File: config.mk
export PLATFORM = sky130hd
export DESIGN_NAME = imem_fetch_ctrl
export DESIGN_NICKNAME = d
export VERILOG_FILES = /design/src/rtl/imem_fetch_ctrl.sv
export SDC_FILE = /design/constraint.sdc
export NUM_CORES = 1
export LEC_CHECK = 0
export BUFFER_PORTS_ARGS = -buffer_cell sky130_fd_sc_hd__buf_2
export CELL_PAD_IN_SITES_DETAIL_PLACEMENT = 2
export CELL_PAD_IN_SITES_GLOBAL_PLACEMENT = 2
export CORE_AREA = 10 10 379 381
export DETAILED_ROUTE_END_ITERATION = 16
export DIE_AREA = 0 0 389 391
export PLACE_DENSITY_LB_ADDON = 0.1
export RECOVER_POWER = 100
export SYNTH_ARGS = -nofsm -noshare
export SYNTH_HDL_FRONTEND = slang
export SYNTH_SLANG_ARGS = --single-unit
File: constraint.sdc
create_clock -name i_clock -period 32.5 [get_ports i_clock]
set_input_delay 6.5 -clock i_clock [delete_from_list [all_inputs] [get_ports i_clock]]
set_output_delay 6.5 -clock i_clock [all_outputs]
set_load 0.02 [all_outputs]
File: src/rtl/imem_fetch_ctrl.sv
// imem_fetch_ctrl
//   Fetches bursts of SRAM line pairs (two read ports sharing one read
//   enable) and hands them to the engine stage through a 2-entry output
//   FIFO with a valid/ready handshake.
//
//   state | meaning
//   ------+---------------------------------------------------------
//   IDLE  | waiting for i_start
//   FETCH | issuing line-pair reads, gated by FIFO room
//   DRAIN | all pairs issued, waiting for the final transfer
//
// Ports
//   i_clock, i_reset                  clock, synchronous active-high reset
//   i_start, i_base_addr, i_num_pairs burst request (sampled together)
//   o_sram_ce, o_sram_addr1/2         shared read enable and port addresses
//   i_sram_rdata1/2                   read data, one cycle after o_sram_ce
//   o_eng_iMem_data1/2, o_out_valid   FIFO head presented downstream
//   i_out_ready                       downstream accept
//   o_busy, o_done                    burst in progress / completion pulse
module imem_fetch_ctrl #(
  parameter int ADDR_W = 8,
  parameter int DATA_W = 240
) (
  input  logic              i_clock,
  input  logic              i_reset,
  input  logic              i_start,
  input  logic [ADDR_W-1:0] i_base_addr,
  input  logic [ADDR_W-1:0] i_num_pairs,
  output logic              o_sram_ce,
  output logic [ADDR_W-1:0] o_sram_addr1,
  output logic [ADDR_W-1:0] o_sram_addr2,
  input  logic [DATA_W-1:0] i_sram_rdata1,
  input  logic [DATA_W-1:0] i_sram_rdata2,
  output logic [DATA_W-1:0] o_eng_iMem_data1,
  output logic [DATA_W-1:0] o_eng_iMem_data2,
  output logic              o_out_valid,
  input  logic              i_out_ready,
  output logic              o_busy,
  output logic              o_done
);

  typedef enum logic [1:0] {
    IDLE  = 2'd0,
    FETCH = 2'd1,
    DRAIN = 2'd2
  } state_t;

  state_t            r_state;
  state_t            w_state_nxt;

  logic [ADDR_W-1:0] r_next_addr;
  logic [ADDR_W-1:0] r_last_addr1;
  logic [ADDR_W-1:0] r_last_addr2;
  logic [ADDR_W-1:0] r_issue_left;
  logic [ADDR_W-1:0] r_xfer_left;
  logic              r_inflight;
  logic              r_done;

  logic [DATA_W-1:0] r_fifo1 [2];
  logic [DATA_W-1:0] r_fifo2 [2];
  logic              r_rd_ptr;
  logic              r_wr_ptr;
  logic [1:0]        r_count;

  logic              w_pop;
  logic              w_issue;
  logic              w_busy;
  logic              w_done_nxt;
  logic              w_launch;
  logic [2:0]        w_occ;
  logic              w_room;

  assign o_out_valid      = (r_count != 2'd0);
  assign o_eng_iMem_data1 = r_fifo1[r_rd_ptr];
  assign o_eng_iMem_data2 = r_fifo2[r_rd_ptr];
  assign w_pop            = o_out_valid & i_out_ready;

  // Occupancy once the in-flight read lands; a same-cycle pop frees a slot,
  // so one pair per cycle is sustained while the consumer keeps up.
  assign w_occ  = {1'b0, r_count} + {2'b00, r_inflight};
  assign w_room = (w_occ < (3'd2 + {2'b00, w_pop}));

  always_ff @(posedge i_clock) begin
    if (i_reset) begin
      r_state <= IDLE;
    end else begin
      r_state <= w_state_nxt;
    end
  end

  always_comb begin
    w_state_nxt = r_state;
    w_issue     = 1'b0;
    w_busy      = 1'b0;
    w_done_nxt  = 1'b0;
    w_launch    = 1'b0;
    case (r_state)
      IDLE: begin
        if (i_start) begin
          if (i_num_pairs != '0) begin
            w_launch    = 1'b1;
            w_state_nxt = FETCH;
          end else begin
            w_done_nxt  = 1'b1;
          end
        end
      end
      FETCH: begin
        w_busy  = 1'b1;
        w_issue = w_room;
        if (w_issue && (r_issue_left == ADDR_W'(1))) begin
          w_state_nxt = DRAIN;
        end
      end
      DRAIN: begin
        w_busy = 1'b1;
        if (w_pop && (r_xfer_left == ADDR_W'(1))) begin
          w_state_nxt = IDLE;
          w_done_nxt  = 1'b1;
        end
      end
      default: begin
        w_state_nxt = IDLE;
      end
    endcase
  end

  assign o_sram_ce    = w_issue;
  assign o_sram_addr1 = w_issue ? r_next_addr : r_last_addr1;
  assign o_sram_addr2 = w_issue ? (r_next_addr + ADDR_W'(1)) : r_last_addr2;
  assign o_busy       = w_busy;
  assign o_done       = r_done;

  always_ff @(posedge i_clock) begin
    if (i_reset) begin
      r_next_addr  <= '0;
      r_last_addr1 <= '0;
      r_last_addr2 <= '0;
      r_issue_left <= '0;
      r_xfer_left  <= '0;
      r_inflight   <= 1'b0;
      r_done       <= 1'b0;
      r_fifo1[0]   <= '0;
      r_fifo1[1]   <= '0;
      r_fifo2[0]   <= '0;
      r_fifo2[1]   <= '0;
      r_rd_ptr     <= 1'b0;
      r_wr_ptr     <= 1'b0;
      r_count      <= 2'd0;
    end else begin
      r_done     <= w_done_nxt;
      r_inflight <= w_issue;

      if (w_launch) begin
        r_next_addr  <= i_base_addr;
        r_issue_left <= i_num_pairs;
        r_xfer_left  <= i_num_pairs;
      end

      if (w_issue) begin
        r_last_addr1 <= r_next_addr;
        r_last_addr2 <= r_next_addr + ADDR_W'(1);
        r_next_addr  <= r_next_addr + ADDR_W'(2);
        r_issue_left <= r_issue_left - ADDR_W'(1);
      end

      if (w_pop) begin
        r_xfer_left <= r_xfer_left - ADDR_W'(1);
        r_rd_ptr    <= ~r_rd_ptr;
      end

      // On a full FIFO with push+pop, r_wr_ptr equals r_rd_ptr: the slot
      // being popped is the one refilled, which keeps order intact.
      if (r_inflight) begin
        r_fifo1[r_wr_ptr] <= i_sram_rdata1;
        r_fifo2[r_wr_ptr] <= i_sram_rdata2;
        r_wr_ptr          <= ~r_wr_ptr;
      end

      case ({r_inflight, w_pop})
        2'b10:   r_count <= r_count + 2'd1;
        2'b01:   r_count <= r_count - 2'd1;
        default: r_count <= r_count;
      endcase
    end
  end

endmodule
==> flow_results.xml <==
<?xml version="1.0" encoding="UTF-8"?>
<metrics>
  <group name="grt">
    <metric name="grt_pass1_wl" unit="mm">212</metric>
    <metric name="antenna_violations_before_repair" unit="">165</metric>
    <metric name="grt_usage" unit="">0.191</metric>
    <metric name="grt_start_max_net_pins" unit="">160</metric>
    <metric name="first_global_vias" unit="">28697</metric>
    <metric name="gr-total-overflow" unit="">0</metric>
  </group>
  <group name="cells_and_area">
    <metric name="area.growth.synth_to_final" unit="%">22.7</metric>
    <metric name="final_cell_mix" unit="">960 x edfxtp_1, 598 x and2_0, 582 x buf_2, 475 x clkbuf_1, 409 x mux2_2</metric>
    <metric name="layout.nets" unit="">4344</metric>
    <metric name="finish.utilization" unit="">0.391</metric>
    <metric name="final_common_cell" unit="">edfxtp_1</metric>
    <metric name="final_area" unit="sq mm">0.0532</metric>
    <metric name="final_layout_size_suffix_gt1_frac" unit="">0.292</metric>
    <metric name="num-fill-cells" unit="">14033</metric>
  </group>
  <group name="clocking">
    <metric name="clock_tree_from_tritoncts" unit="">done</metric>
    <metric name="tritoncts_buffers" unit="">118</metric>
    <metric name="clock_insertion_delay_worst_skew" unit="ns">0.72</metric>
    <metric name="largest_buffer_count_on_any_clock_path" unit="">3</metric>
    <metric name="cts_clock_pin_slew_for_the_worst_setup_and_hold_paths" unit="ns">0.06</metric>
    <metric name="root_buffer" unit="">clkbuf_16</metric>
    <metric name="clock_sink_count" unit="">1009</metric>
    <metric name="holdBufCountCts" unit="">0</metric>
    <metric name="post-cts-setup-buffers" unit="">0</metric>
    <metric name="cts_htree_levels" unit="">3</metric>
    <metric name="ctsResizeCount" unit="">0</metric>
  </group>
  <group name="placement">
    <metric name="place.gp.congestion" unit="">0.766</metric>
    <metric name="detailedPlacementHpwl" unit="mm">107</metric>
    <metric name="placed_area" unit="sq mm">0.0503</metric>
    <metric name="io_buffers" unit="">999</metric>
    <metric name="placement.setup.worst_slack" unit="ns">17.51</metric>
  </group>
  <group name="timing">
    <metric name="grt_setup_unrepaired" unit="">false</metric>
    <metric name="timing_max_transition_violations_final" unit="">2500</metric>
    <metric name="final_setup_fails" unit="">0</metric>
    <metric name="hold_viol_final" unit="">0</metric>
    <metric name="achievable-frequency" unit="MHz">50.7</metric>
    <metric name="post-route-worst-setup-slack" unit="ns">12.79</metric>
    <metric name="final_min_period_over_clock_period" unit="">0.607</metric>
    <metric name="clock_period_minus_final_worst_setup_slack" unit="ns">19.71</metric>
    <metric name="max_slew.worst_pin.slew" unit="ns">9.89</metric>
    <metric name="fin_worst_skew" unit="ns">0.0420</metric>
    <metric name="timing.max_slew.rel_slack" unit="">-5.60</metric>
  </group>
  <group name="die">
    <metric name="core_region_area" unit="sq mm">0.136</metric>
    <metric name="design.die.area" unit="sq mm">0.152</metric>
    <metric name="fp-row-count" unit="">136</metric>
    <metric name="pin_count" unit="">1000</metric>
    <metric name="initial_utilization" unit="">0.318</metric>
    <metric name="die_h" unit="um">391</metric>
    <metric name="die-width" unit="um">389</metric>
  </group>
  <group name="yosys">
    <metric name="synthesis.nets" unit="">3366</metric>
    <metric name="syn-mean-instance-area" unit="sq um">15.2</metric>
    <metric name="synth-seq-cells" unit="">1009</metric>
    <metric name="netlist-cell-type-count" unit="">54</metric>
    <metric name="yosys_warnings" unit="">0</metric>
    <metric name="syn-instance-count" unit="">2854</metric>
    <metric name="proportion_of_synthesized_chip_area_in_sequential_cells" unit="">0.687</metric>
    <metric name="syn-cell-area" unit="sq mm">0.0434</metric>
  </group>
  <group name="power">
    <metric name="comb_power_share" unit="">0.249</metric>
    <metric name="power.net_switching" unit="mW">1.22</metric>
    <metric name="post_layout_power" unit="mW">3.87</metric>
    <metric name="power_leakage" unit="nW">19.8</metric>
    <metric name="sw_frac_of_total" unit="">0.315</metric>
    <metric name="intPower" unit="mW">2.65</metric>
    <metric name="seqPwrFrac" unit="">0.426</metric>
    <metric name="power_density" unit="mW/mm^2">72.7</metric>
    <metric name="vdd.ir_drop.worst" unit="uV">49.3</metric>
    <metric name="clkPwrFrac" unit="">0.325</metric>
  </group>
  <group name="worst_setup_path">
    <metric name="worstSetupEndpointType" unit="">output port</metric>
    <metric name="cpMaxStageDelayCell" unit="">clkbuf_1</metric>
    <metric name="critical_path_buf_inv_count" unit="">3</metric>
    <metric name="worstPathMaxFanout" unit="">135</metric>
    <metric name="timing.critical_path.from_type" unit="">register</metric>
    <metric name="path_delay_family" unit="">buffers and inverters</metric>
    <metric name="timing.setup.critical_path_class" unit="">reg -&gt; out</metric>
    <metric name="cp_data_required_time" unit="ns">26.00</metric>
    <metric name="critical-path-max-stage-delay" unit="ns">6.02</metric>
    <metric name="cpMostUsedCell" unit="">clkbuf_1</metric>
    <metric name="path_cells" unit="">clkbuf_1, clkbuf_1, mux2_2, clkbuf_1</metric>
    <metric name="regToRegSetupSlack" unit="ns">20.93</metric>
    <metric name="cp_data_arrival_time" unit="ns">13.21</metric>
  </group>
  <group name="run">
    <metric name="cap_violations" unit="">36</metric>
  </group>
  <group name="drt">
    <metric name="routed_wire_length_per_instance" unit="um">26.5</metric>
    <metric name="initialDrtViolationCount" unit="">1206</metric>
    <metric name="route.detailed.drc" unit="">0</metric>
    <metric name="routed_wirelength" unit="mm">152</metric>
    <metric name="route.antenna.remaining_nets" unit="">0</metric>
    <metric name="routed-via-count" unit="">27246</metric>
    <metric name="avgViaCountPerCell" unit="">4.74</metric>
    <metric name="drt_first_pass_iters" unit="">4</metric>
  </group>
  <group name="outcome">
    <metric name="outcome" unit="">complete, but fails checks</metric>
    <metric name="violations" unit="">capacitance limit, slew limit</metric>
  </group>
  <group name="min_path">
    <metric name="min_path_type" unit="">reg -&gt; reg</metric>
  </group>
</metrics>
## power groups by stage
stage               registers (mW)  logic (mW)  clock network (mW)
floorplan                     1.81       0.602                   0
global placement              1.66       0.988                   0
detailed placement            1.67       0.990                   0
CTS                           1.64       0.994                1.30
global route                  1.66        1.04                1.35
finish                        1.65       0.963                1.26
## flip-flops by register name (all words and copies together), names as in the netlist, 2 cells and up, named ones only
| name | count |
|---|---|
| r_next_addr | 8 |
| r_count | 2 |
| r_last_addr1 | 8 |
| r_xfer_left | 8 |
| r_fifo2 | 480 |
| r_issue_left | 8 |
| r_last_addr2 | 8 |
| r_fifo1 | 480 |
| r_state | 2 |
## per-layer routing
layer | global-route usage | vias to the layer above | share of wire
li1 | - | 12193 | -
met1 | 0.198 | 13627 | 0.35
met2 | 0.333 | 864 | 0.51
met3 | 0.0829 | 440 | 0.092
met4 | 0.0898 | 122 | 0.043
met5 | 0 | - | 0.0049
## cell type report
class / count / area, sq um / share of cell area
multi-input cells: 1657 / 12800 / 0.241
inverters: 14 / 52.6 / 0.000987
clock buffers: 145 / 3100 / 0.0582
repair buffers: 1032 / 4600 / 0.0864
flip-flops and latches: 1009 / 29800 / 0.560
diodes: 34 / 85.1 / 0.00160
clock inverters: 69 / 523 / 0.00982
well taps: 1794 / 2240 / 0.0422
## Yosys cell counts (all sizes together)
| cell | number | area, sq um |
|---|---|---|
| a32oi | 2 | 17.5 |
| o21ai | 18 | 120 |
| o221a | 1 | 11.3 |
| and2 | 973 | 6090 |
| o21a | 3 | 22.5 |
| xnor2 | 8 | 70.1 |
| or4 | 4 | 37.5 |
| buf | 17 | 75.1 |
| nor2 | 18 | 67.6 |
| nand2 | 19 | 76.3 |
| edfxtp | 960 | 28800 |
| and2b | 1 | 7.51 |
| or3 | 1 | 6.26 |
| a311oi | 1 | 8.76 |
| nand4 | 4 | 25.0 |
| o311ai | 3 | 26.3 |
| a22oi | 1 | 7.51 |
| clkbuf | 157 | 589 |
| dfxtp | 49 | 981 |
| nor3b | 1 | 7.51 |
| ha | 12 | 150 |
| clkinv | 1 | 3.75 |
| a22o | 1 | 8.76 |
| mux2 | 489 | 5510 |
| a211oi | 12 | 90.1 |
| a21oi | 26 | 145 |
| o22ai | 5 | 31.3 |
| nand3 | 15 | 75.1 |
| a2bb2oi | 2 | 17.5 |
| xor2 | 4 | 35.0 |
| inv | 13 | 48.8 |
| nand2b | 2 | 12.5 |
| mux2i | 1 | 10.0 |
| a32o | 1 | 10.0 |
| nor3 | 10 | 50.1 |
| a311o | 1 | 10.0 |
| and3 | 1 | 6.26 |
| a31oi | 4 | 25.0 |
| a221oi | 4 | 35.0 |
| nor4 | 5 | 31.3 |
| o211ai | 1 | 7.51 |
| nor2b | 1 | 6.26 |
| or2 | 2 | 12.5 |
## stage by stage
| step | cells | setup TNS (ns) | hold slack [ns] |
|---|---|---|---|
| 2_1_floorplan | 2854 | -3175.15 | 0.452 |
| 3_3_place_gp | 5506 | 0 | 0.470 |
| 3_5_place_dp | 5506 | 0 | 0.486 |
| 4_1_cts | 5720 | 0 | 0.498 |
| 5_1_grt | 5743 | 0 | 0.531 |
| 6_report | 5754 | 0 | 0.509 |
## path summary, 6_finish.rpt
kind,startpoint,endpoint,cells after the start
worst max-delay path,register,o_eng_iMem_data1[197],4
worst min-delay path,r_xfer_left[7]$_SDFFE_PP0P_,r_xfer_left[7]$_SDFFE_PP0P_,2
worst max register to register,r_inflight$_SDFF_PP0_,r_fifo2[1][101]$_SDFFCE_PN0P_,5
worst min register to register,r_xfer_left[7]$_SDFFE_PP0P_,r_xfer_left[7]$_SDFFE_PP0P_,2
## worst register-to-register path, delay by kind of cell (launching register included)
kind / cells / cell delay [ns]
DFF: 1 / 0.38
buffers and inverters: 4 / 7.92
AOI/OAI and AO/OA: 1 / 2.71
## kinds of logic after synthesis
family,count (synthesis),synth area share
compound gates,86,0.0137
xor+xnor,12,0.00242
mux,490,0.127
buf+inv,188,0.0165
flops,1009,0.687
fa+ha+maj,12,0.00346
simple gates,1057,0.150
No activity file was read; power rests on OpenSTA's default activity.
